## config.mk

```make
export PLATFORM = sky130hd
export DESIGN_NAME = button_conditioner
export DESIGN_NICKNAME = d
export VERILOG_FILES = /design/src/rtl/btn_pkg.sv /design/src/rtl/btn_sync_debounce.sv /design/src/rtl/button_conditioner.sv
export SDC_FILE = /design/constraint.sdc
export NUM_CORES = 1
export LEC_CHECK = 0
export CAP_MARGIN = 40
export CORE_MARGIN = 4
export CORE_UTILIZATION = 43
export CTS_BUF_LIST = sky130_fd_sc_hd__clkbuf_4 sky130_fd_sc_hd__clkbuf_8 sky130_fd_sc_hd__clkbuf_16
export DETAILED_ROUTE_END_ITERATION = 16
export RECOVER_POWER = 25
export SYNTH_ARGS = -nofsm -noshare
export SYNTH_HDL_FRONTEND = slang
export SYNTH_SLANG_ARGS = --single-unit
```

## constraint.sdc

```tcl
create_clock -name clk -period 2 [get_ports clk]
set_input_delay 0.2 -clock clk [delete_from_list [all_inputs] [get_ports clk]]
set_output_delay 0.2 -clock clk [all_outputs]
set_load 0.01 [all_outputs]
```

## src/rtl/btn_pkg.sv

```systemverilog
// Shared state type and default 50 MHz timing constants for the button conditioner.
// Optional auto-repeat is selected by BTN_AUTOREPEAT_EN in button_conditioner.
package btn_pkg;

    typedef enum logic [1:0] {
        IDLE    = 2'd0,
        PRESSED = 2'd1,
        REPEAT  = 2'd2
    } btn_state_t;

    localparam int unsigned DEBOUNCE_20MS = 1_000_000;
    localparam int unsigned HOLD_500MS    = 25_000_000;
    localparam int unsigned REPEAT_100MS  = 5_000_000;

    function automatic int unsigned max3(input int unsigned a, input int unsigned b,
                                         input int unsigned c);
        int unsigned m;
        m = (a > b) ? a : b;
        return (m > c) ? m : c;
    endfunction

endpackage

```

## src/rtl/btn_sync_debounce.sv

```systemverilog
// 2-FF synchronizer plus debounce counter; held rises/falls DEBOUNCE_CYCLES after s settles.
// rise/fall are combinational one-cycle strobes, asserted on the edge where held will change.
module btn_sync_debounce
    import btn_pkg::*;
#(
    parameter int DEBOUNCE_CYCLES = 1_000_000,
    parameter int ACTIVE_LOW      = 1,
    parameter int CNT_W           = 21
) (
    input  logic clk,
    input  logic rst_n,
    input  logic btn_raw,
    output logic held,
    output logic rise,
    output logic fall
);

    localparam logic RELEASED_LVL = (ACTIVE_LOW != 0);
    localparam logic [CNT_W-1:0] DCNT_LAST = CNT_W'(DEBOUNCE_CYCLES - 1);

    logic             sync1;
    logic             sync2;
    logic             s;
    logic             accept;
    logic [CNT_W-1:0] dcnt;

    always_ff @(posedge clk or negedge rst_n) begin
        if (!rst_n) begin
            sync1 <= RELEASED_LVL;
            sync2 <= RELEASED_LVL;
        end else begin
            sync1 <= btn_raw;
            sync2 <= sync1;
        end
    end

    // Normalised so that 1 always means "pressed" regardless of pin polarity.
    assign s      = sync2 ^ RELEASED_LVL;
    assign accept = (s != held) && (dcnt == DCNT_LAST);
    assign rise   = accept & s;
    assign fall   = accept & ~s;

    always_ff @(posedge clk or negedge rst_n) begin
        if (!rst_n) begin
            dcnt <= '0;
            held <= 1'b0;
        end else if (s == held) begin
            dcnt <= '0;
        end else if (accept) begin
            held <= s;
            dcnt <= '0;
        end else begin
            dcnt <= dcnt + 1'b1;
        end
    end

endmodule

```

## src/rtl/button_conditioner.sv

```systemverilog
// Raw button -> registered press/release/repeat pulses; press lands with held, 2+DEBOUNCE_CYCLES after the pin settles.
// Auto-repeat (REPEAT state, hold counter) exists only when BTN_AUTOREPEAT_EN is defined.
module button_conditioner
    import btn_pkg::*;
#(
    parameter int DEBOUNCE_CYCLES = DEBOUNCE_20MS,
    parameter int HOLD_CYCLES     = HOLD_500MS,
    parameter int REPEAT_CYCLES   = REPEAT_100MS,
    parameter int ACTIVE_LOW      = 1
) (
    input  logic clk,
    input  logic rst_n,
    input  logic btn_raw,
    output logic press,
    // "release" is a reserved word, hence the _p suffix shared with repeat_p.
    output logic release_p,
    output logic repeat_p,
    output logic held,
    output logic event_p
);

    localparam int CNT_W = $clog2(max3(DEBOUNCE_CYCLES, HOLD_CYCLES, REPEAT_CYCLES)) + 1;

    logic       rise;
    logic       fall;
    btn_state_t state;

    btn_sync_debounce #(
        .DEBOUNCE_CYCLES (DEBOUNCE_CYCLES),
        .ACTIVE_LOW      (ACTIVE_LOW),
        .CNT_W           (CNT_W)
    ) u_sync_debounce (
        .clk     (clk),
        .rst_n   (rst_n),
        .btn_raw (btn_raw),
        .held    (held),
        .rise    (rise),
        .fall    (fall)
    );

`ifdef BTN_AUTOREPEAT_EN

    localparam logic [CNT_W-1:0] HOLD_LAST   = CNT_W'(HOLD_CYCLES - 1);
    localparam logic [CNT_W-1:0] REPEAT_LAST = CNT_W'(REPEAT_CYCLES - 1);

    logic [CNT_W-1:0] hcnt;

    // Release is checked first so a terminal hcnt in the release cycle never emits a repeat.
    always_ff @(posedge clk or negedge rst_n) begin
        if (!rst_n) begin
            state     <= IDLE;
            hcnt      <= '0;
            press     <= 1'b0;
            release_p <= 1'b0;
            repeat_p  <= 1'b0;
            event_p   <= 1'b0;
        end else begin
            press     <= 1'b0;
            release_p <= 1'b0;
            repeat_p  <= 1'b0;
            event_p   <= 1'b0;
            case (state)
                IDLE: begin
                    hcnt <= '0;
                    if (rise) begin
                        press   <= 1'b1;
                        event_p <= 1'b1;
                        state   <= PRESSED;
                    end
                end
                PRESSED: begin
                    if (fall) begin
                        release_p <= 1'b1;
                        hcnt      <= '0;
                        state     <= IDLE;
                    end else if (hcnt == HOLD_LAST) begin
                        repeat_p <= 1'b1;
                        event_p  <= 1'b1;
                        hcnt     <= '0;
                        state    <= REPEAT;
                    end else begin
                        hcnt <= hcnt + 1'b1;
                    end
                end
                REPEAT: begin
                    if (fall) begin
                        release_p <= 1'b1;
                        hcnt      <= '0;
                        state     <= IDLE;
                    end else if (hcnt == REPEAT_LAST) begin
                        repeat_p <= 1'b1;
                        event_p  <= 1'b1;
                        hcnt     <= '0;
                    end else begin
                        hcnt <= hcnt + 1'b1;
                    end
                end
                default: begin
                    hcnt  <= '0;
                    state <= IDLE;
                end
            endcase
        end
    end

`else

    assign repeat_p = 1'b0;

    always_ff @(posedge clk or negedge rst_n) begin
        if (!rst_n) begin
            state     <= IDLE;
            press     <= 1'b0;
            release_p <= 1'b0;
            event_p   <= 1'b0;
        end else begin
            press     <= 1'b0;
            release_p <= 1'b0;
            event_p   <= 1'b0;
            case (state)
                IDLE: begin
                    if (rise) begin
                        press   <= 1'b1;
                        event_p <= 1'b1;
                        state   <= PRESSED;
                    end
                end
                PRESSED: begin
                    if (fall) begin
                        release_p <= 1'b1;
                        state     <= IDLE;
                    end
                end
                default: state <= IDLE;
            endcase
        end
    end

`endif

endmodule

```

==> flow_summary.yaml, run 1 <==
cells_and_area:
  antenna-diode-count: 0
  utilization_of_the_core_after_routing_pct: 54.4
  finish.instance_area_mm2: 0.00201
  layout-drive-gt1-share_pct: 24.1
  final_net_count: 195
  area_growth_syn_to_layout_pct: 21.0
  filler_cell_count: 342
timing:
  max_slew.worst_pin.slew_ps: 776
  final_period_minus_worst_setup_slack_ps: 1890
  fin_hold_viols: 0
  maxClockFrequency_mhz: 529
  layout_worst_path_cycle_share_pct: 94.4
  report.final.setup_viol: 0
  rsz0062_at_grt: "no"
  finalMaxSlewViolations: 0
  layout_setup_ws_ps: 111
  timing.slew.headroom_pct: 48.3
  worst_clock_skew_ps: 7.12
  fin_tns_setup_ps: 0
worst_setup_path:
  critical_path.startpoint_type: "flip-flop"
  worst-path-max-fanout: 6
  worst_ep_arrival_time_ps: 2060
  critPathCaptureType: "flip-flop"
  crit_path_start: "u_sync_debounce.dcnt[1]"
  r2r-start: "u_sync_debounce.dcnt[1]"
  rr_worst_depth: 5
  required_time_reported_for_the_critical_path_endpoint_ps: 2170
  worstSetupPathType: "flip-flop to flip-flop"
power:
  net-switching-power_mw: 0.272
  max_ir_drop_vdd_uv: 440
  share_comb_of_total_power_pct: 5.3
  total_leakage_power_nw: 0.793
  powerDensity_mw_per_mm2: 613
  power.share.sequential_pct: 53.9
  clock_power_share_pct: 40.8
  cell_internal_pwr_mw: 0.957
  p_sw_share_pct: 22.2
synth:
  synth.top_cells.by_area: "dfrtp_1 (45%), xor2_1 (4.8%), o31ai_1 (4.5%), a21oi_1 (3.6%), dfstp_2 (3.2%)"
  ys.warnings.count: 0
  synth.avg_cell_area_um2: 9.99
  synth_flop_type: "dfrtp_1"
  number_of_flops_mapped_to_enable_cells_by_yosys: 0
  netlist_top_cells_count: "dfrtp_1 (30), nor2_1 (14), a21oi_1 (12), nand2_1 (12)"
  syn-cell-area_mm2: 0.00166
  post-synth-top-area-cell: "dfrtp_1"
  synthDominantCellAreaShare_pct: 45.3
  netlist_instances: 166
  ys_types: 35
  synth-async-reset-ratio_pct: 100
  leading_cell_type_by_number_of_instances_after_synthesis: "dfrtp_1"
  synth_nets: 171
  part_of_the_yosys_area_used_for_sequential_elements_pct: 48.5
  yosys_register_bits: 32
global_routing:
  gr-usage-all-layers_pct: 16.1
  grt_overflow_total: 0
  number_of_global_route_vias_before_repair: 1280
  grt_first_pass_wirelength_um: 6270
  pin_count_of_the_biggest_net_entering_global_routing: 33
  antenna_found_initial: 0
clocking:
  cts_tree: "yes"
  clock_sinks: 32
  cts_inserted_buffers: 5
  clock_insertion_delay_worst_skew_ps: 280
  cts-htree-levels: 2
  cts_max_path_buffers: 2
  worst_setup_hold_path_clk_slew_ps: 60
  clk_root_buffer_cell: "clkbuf_8"
die:
  die_x_um: 70.1
  die_height_um: 70.1
  floorplan.die_area_mm2: 0.00491
  std_cell_rows: 22
  starting_utilization_of_the_core_area_pct: 44.9
  core_region_area_mm2: 0.00369
  top_level_ports: 8
drt:
  final_antenna_net_count: 0
  route.detailed.vias_per_inst: 5.64
  wl_um: 3590
  number_of_drc_violations_after_detailed_routing: 0
  drt_iter0_markers: 127
  vias_after_detailed_routing: 1349
  routedWlPerCell_um: 15.0
  drt_pre_antenna_iters: 4
outcome:
  status: "finished, final reports clean"
flow_run:
  cap_viol_max_count: 0
hold_path:
  timing.hold.worst_path_depth: 0
  hp_class: "flip-flop to flip-flop"
  holdCritStartpoint: "u_sync_debounce.sync1"
placement:
  finalWeightedCongestion: 0.854
  preCtsSetupSlack_ps: 69.9
  post_dp_hpwl_um: 2610
  placedInstanceArea_mm2: 0.00186
  number_of_buffers_added_on_ports: 6
==> metal layers <==
| metal | wire length (µm) | GRT usage (%) |
|---|---|---|
| met5 | 0 | 0 |
| met4 | 44 | 4.68 |
| met3 | 202 | 5.04 |
| met2 | 1650 | 24.4 |
| met1 | 1700 | 22.0 |
==> registers in the layout (all words and copies together), names as in the netlist <==
| register | count |
|---|---|
| release_p | 1 |
| state | 1 |
| u_sync_debounce.held | 1 |
| u_sync_debounce.sync1 | 1 |
| u_sync_debounce.dcnt | 26 |
| event_p | 1 |
| u_sync_debounce.sync2 | 1 |
==> power by group through the flow <==
| stage | registers (mW) | logic, mW | clock network, mW |
|---|---|---|---|
| floorplan | 0.675 | 0.0191 | 0 |
| detailed placement | 0.673 | 0.0575 | 0 |
| CTS | 0.661 | 0.0574 | 0.517 |
| global route | 0.662 | 0.0748 | 0.546 |
| finish | 0.662 | 0.0651 | 0.502 |
| global placement | 0.672 | 0.0558 | 0 |
==> stage by stage <==
step,instances,total power [mW],hold WS [ps]
final,239,1.23,357
after global routing,239,1.28,366
after CTS,236,1.24,317
after detailed placement,228,0.730,347
after global placement,228,0.728,349
after floorplan,166,0.694,-95.6
==> critical path, cell delays in order, from the launching register on <==
cell	delay, ps
dfrtp_1	370
ha_1	220
nand3_2	100
or3_4	440
or3_1	430
and3_1	210
==> layout by cell type (no fill, tap or decap), types with 2 or more instances in the layout <==
cell type        count
buf_6                2
nor2_1              14
nand2_1             12
or4_4                3
xnor2_1              3
a21oi_2              3
dfstp_2              2
a21oi_1             10
dlygate4sd3_1        2
or4_1                5
or3_1                6
ha_1                 2
nand3_1             10
dfrtp_1             27
nor3_1               2
nor4_1               3
buf_4               14
nand4_1              6
and2_1               2
and4_1               3
and3_1               3
o21ai_0              7
xor2_1               9
nand3_2              2
clkbuf_4             2
clkdlybuf4s50_1      4
dfrtp_2              3
o31ai_1             10
clkbuf_8             5
inv_1                2
==> area by class of cell <==
cell class | count | area, µm² | share of cell area, %
flip-flops and latches | 32 | 807 | 40.2
multi-input cells | 125 | 830 | 41.4
inverters | 2 | 7.51 | 0.374
clock inverters | 1 | 5.00 | 0.250
clock buffers | 7 | 83.8 | 4.18
repair buffers | 24 | 213 | 10.6
well taps | 48 | 60.1 | 2.99
==> final timing paths <==
path	to	slack (ps)
worst max-delay path	u_sync_debounce.dcnt[1]	110
worst min-delay path	u_sync_debounce.sync2	360
worst max register to register	u_sync_debounce.dcnt[1]	110
worst min register to register	u_sync_debounce.sync2	360
max in group asynchronous	u_sync_debounce.dcnt[6]	940
min in group asynchronous	u_sync_debounce.dcnt[25]	530
==> cell families (layout without fill, tap and decap cells) <==
| family | count (synthesis) | count (layout) | share of synthesized area [%] |
|---|---|---|---|
| and+or+nand+nor | 79 | 79 | 28.3 |
| xor gates and xnor gates | 12 | 12 | 6.34 |
| DFF | 32 | 32 | 48.5 |
| AOI/OAI and AO/OA | 31 | 31 | 12.1 |
| other | 1 | 1 | 0.226 |
| buffers and inverters | 9 | 34 | 3.09 |
| adders and majority gates | 2 | 2 | 1.51 |
==> what timing repair did <==
item	4_1_cts	5_1_grt
resized for setup	0	11
hold buffers	0	0
buffers inserted	0	3
setup endpoints to repair	0	7
Power figures use the tool's default switching activity.
==> run 2, diff against run 1 <==
--- a/config.mk
+++ b/config.mk
@@ -14,3 +14,4 @@
 export SYNTH_ARGS = -nofsm -noshare
 export SYNTH_HDL_FRONTEND = slang
+export SYNTH_HIERARCHICAL = 1
 export SYNTH_SLANG_ARGS = --single-unit
==> constraint.sdc (replaced) <==
create_clock -name clk -period 2 [get_ports clk]
set_input_delay 0.4 -clock clk [delete_from_list [all_inputs] [get_ports clk]]
set_output_delay 0.4 -clock clk [all_outputs]
set_load 0.01 [all_outputs]
==> flow_summary.yaml, run 2 <==
clocking:
  cts_stage_hold_buffer_count: 0
  cts_tree: "yes"
  clock_insertion_delay_worst_skew_ps: 280
  clock_sinks: 32
  cts.repair_timing.setup_buffer_count: 0
  clk_root_buffer_cell: "clkbuf_8"
  cts-htree-levels: 2
  cts_max_path_buffers: 2
  cts_inserted_buffers: 5
  cts-resized-gates: 0
  worst_setup_hold_path_clk_slew_ps: 60
drt:
  wl_met2_um: 1660
  top_layer: "met4"
  number_of_drc_violations_after_detailed_routing: 0
  drt_iter0_markers: 72
  routedWlPerCell_um: 15.3
  wl_um: 3600
  drt_pre_antenna_iters: 4
  routedLengthMet1_um: 1730
  wl_met3_um: 157
  final_antenna_net_count: 0
  vias_after_detailed_routing: 1375
  route.detailed.vias_per_inst: 5.85
timing:
  worst_clock_skew_ps: 5.73
  timing.slew.headroom_pct: 46.0
  fin_tns_setup_ps: 0
  fin_hold_viols: 0
  rsz0062_at_grt: "no"
  report.final.setup_viol: 0
  layout_setup_ws_ps: 137
  max_slew.worst_pin.slew_ps: 804
  finalMaxSlewViolations: 0
  worst_hold_slack_after_final_layout_ps: 359
  maxClockFrequency_mhz: 537
  final_period_minus_worst_setup_slack_ps: 1860
  layout_worst_path_cycle_share_pct: 93.1
synth:
  synth.top_cells.by_area: "dfrtp_1 (43%), o31ai_1 (4.3%), nand3_1 (4.0%), xor2_1 (4.0%), or4_1 (3.9%)"
  synth.avg_cell_area_um2: 9.76
  syn-cell-area_mm2: 0.00175
  ys.warnings.count: 6
  synth_flop_type: "dfrtp_1"
  post-synth-top-area-cell: "dfrtp_1"
  part_of_the_yosys_area_used_for_sequential_elements_pct: 46.0
  leading_cell_type_by_number_of_instances_after_synthesis: "dfrtp_1"
  synth_nets: 184
  number_of_flops_mapped_to_enable_cells_by_yosys: 0
  netlist_top_cells_count: "dfrtp_1 (30), nand3_1 (14), nor2_1 (14)"
  yosys_register_bits: 32
  synthDominantCellAreaShare_pct: 42.9
  ys_types: 44
  synth-async-reset-ratio_pct: 100
  netlist_instances: 179
outcome:
  status: "finished, final reports clean"
flow_run:
  cap_viol_max_count: 0
cells_and_area:
  final_common_cell: "dfrtp_1"
  layout-drive-gt1-share_pct: 12.8
  final_net_count: 191
  utilization_of_the_core_after_routing_pct: 51.5
  antenna-diode-count: 0
  finish.instance_area_mm2: 0.00196
  layoutNonFillerInstCount: 235
  largest_register: "u_sync_debounce/dcnt"
  largest_register_ff_count: 26
  area_growth_syn_to_layout_pct: 12.0
  most_used_cells_in_the_layout_excluding_fill_and_tap_cells: "dfrtp_1 (30), nor2_1 (14), nand3_1 (14)"
placement:
  preCtsSetupSlack_ps: 166
  post-place-cells: 227
  number_of_buffers_added_on_ports: 6
  placedInstanceArea_mm2: 0.00185
  finalWeightedCongestion: 0.822
  post_dp_hpwl_um: 2490
power:
  finalPower_mw: 1.32
  powerDensity_mw_per_mm2: 672
  total_leakage_power_nw: 0.780
  max_ir_drop_vdd_uv: 408
die:
  die_height_um: 71.8
  floorplan.die_area_mm2: 0.00515
  top_level_ports: 8
  starting_utilization_of_the_core_area_pct: 46.0
  core_region_area_mm2: 0.00380
  std_cell_rows: 22
  die_x_um: 71.8
global_routing:
  pin_count_of_the_biggest_net_entering_global_routing: 33
  number_of_global_route_vias_before_repair: 1368
  gr-usage-all-layers_pct: 16.1
  antenna_found_initial: 0
  grt_overflow_total: 0
  grt_first_pass_wirelength_um: 6480
worst_setup_path:
  worstSetupPathType: "flip-flop to flip-flop"
  worst_ep_arrival_time_ps: 2070
  worst-path-max-fanout: 18
  critical_path.startpoint_type: "flip-flop"
  critPathCaptureType: "flip-flop"
  required_time_reported_for_the_critical_path_endpoint_ps: 2200
hold_path:
  hp_class: "flip-flop to flip-flop"
[run 2: cells by family (layout without fill, tap and decap cells)]
kind of cell               Yosys count  in the layout  synth area share, %
and+or+nand+nor                     91             91                 31.4
DFF                                 32             32                 46.0
AOI/OAI and AO/OA                   26             26                 10.2
buffers and inverters               14             22                 4.15
xor gates and xnor gates            12             12                 6.01
adders and majority gates            2              2                 1.43
other                                1              1                0.215
muxes                                1              1                0.573
[run 2: path summary, 6_finish.rpt]
| kind | cells after the start | from | endpoint | slack (ps) |
|---|---|---|---|---|
| min in group asynchronous | 2 | rst_n | u_sync_debounce/dcnt[21] | 730 |
| worst min-delay path | 0 | u_sync_debounce/sync1 | u_sync_debounce/sync2 | 360 |
| worst max register to register | 4 | u_sync_debounce/dcnt[6] | u_sync_debounce/dcnt[18] | 140 |
| worst max-delay path | 4 | u_sync_debounce/dcnt[6] | u_sync_debounce/dcnt[18] | 140 |
| worst min register to register | 0 | u_sync_debounce/sync1 | u_sync_debounce/sync2 | 360 |
| max in group asynchronous | 2 | rst_n | u_sync_debounce/dcnt[18] | 770 |
[run 2: final cells by class]
class | count | area [µm²]
Inverter | 3 | 11.3
Timing Repair Buffer | 11 | 95.1
Fill cell | 361 | 1840
Tap cell | 48 | 60.1
Clock inverter | 2 | 35.0
Multi-Input combinational cell | 133 | 877
Clock buffer | 6 | 76.3
Sequential cell | 32 | 803
[run 2: critical path: stages (launching register included)]
cell and delay, ps:
dfrtp_1 500, and4_4 320, nand4_4 230, or4_1 570
a21oi_1 160
[run 2: report_power, final]
part	internal (mW)	total, mW	leakage, nW	switching, mW
Sequential	0.656	0.664	0.438	0.00748
Clock	0.383	0.607	0.0586	0.224
Combinational	0.0129	0.0460	0.283	0.0331
[run 2: per-layer routing]
layer	global-route usage (%)	vias to the layer above
met4	5.85	0
met5	0	-
met3	4.63	4
li1	-	681
met2	23.7	26
met1	22.6	664
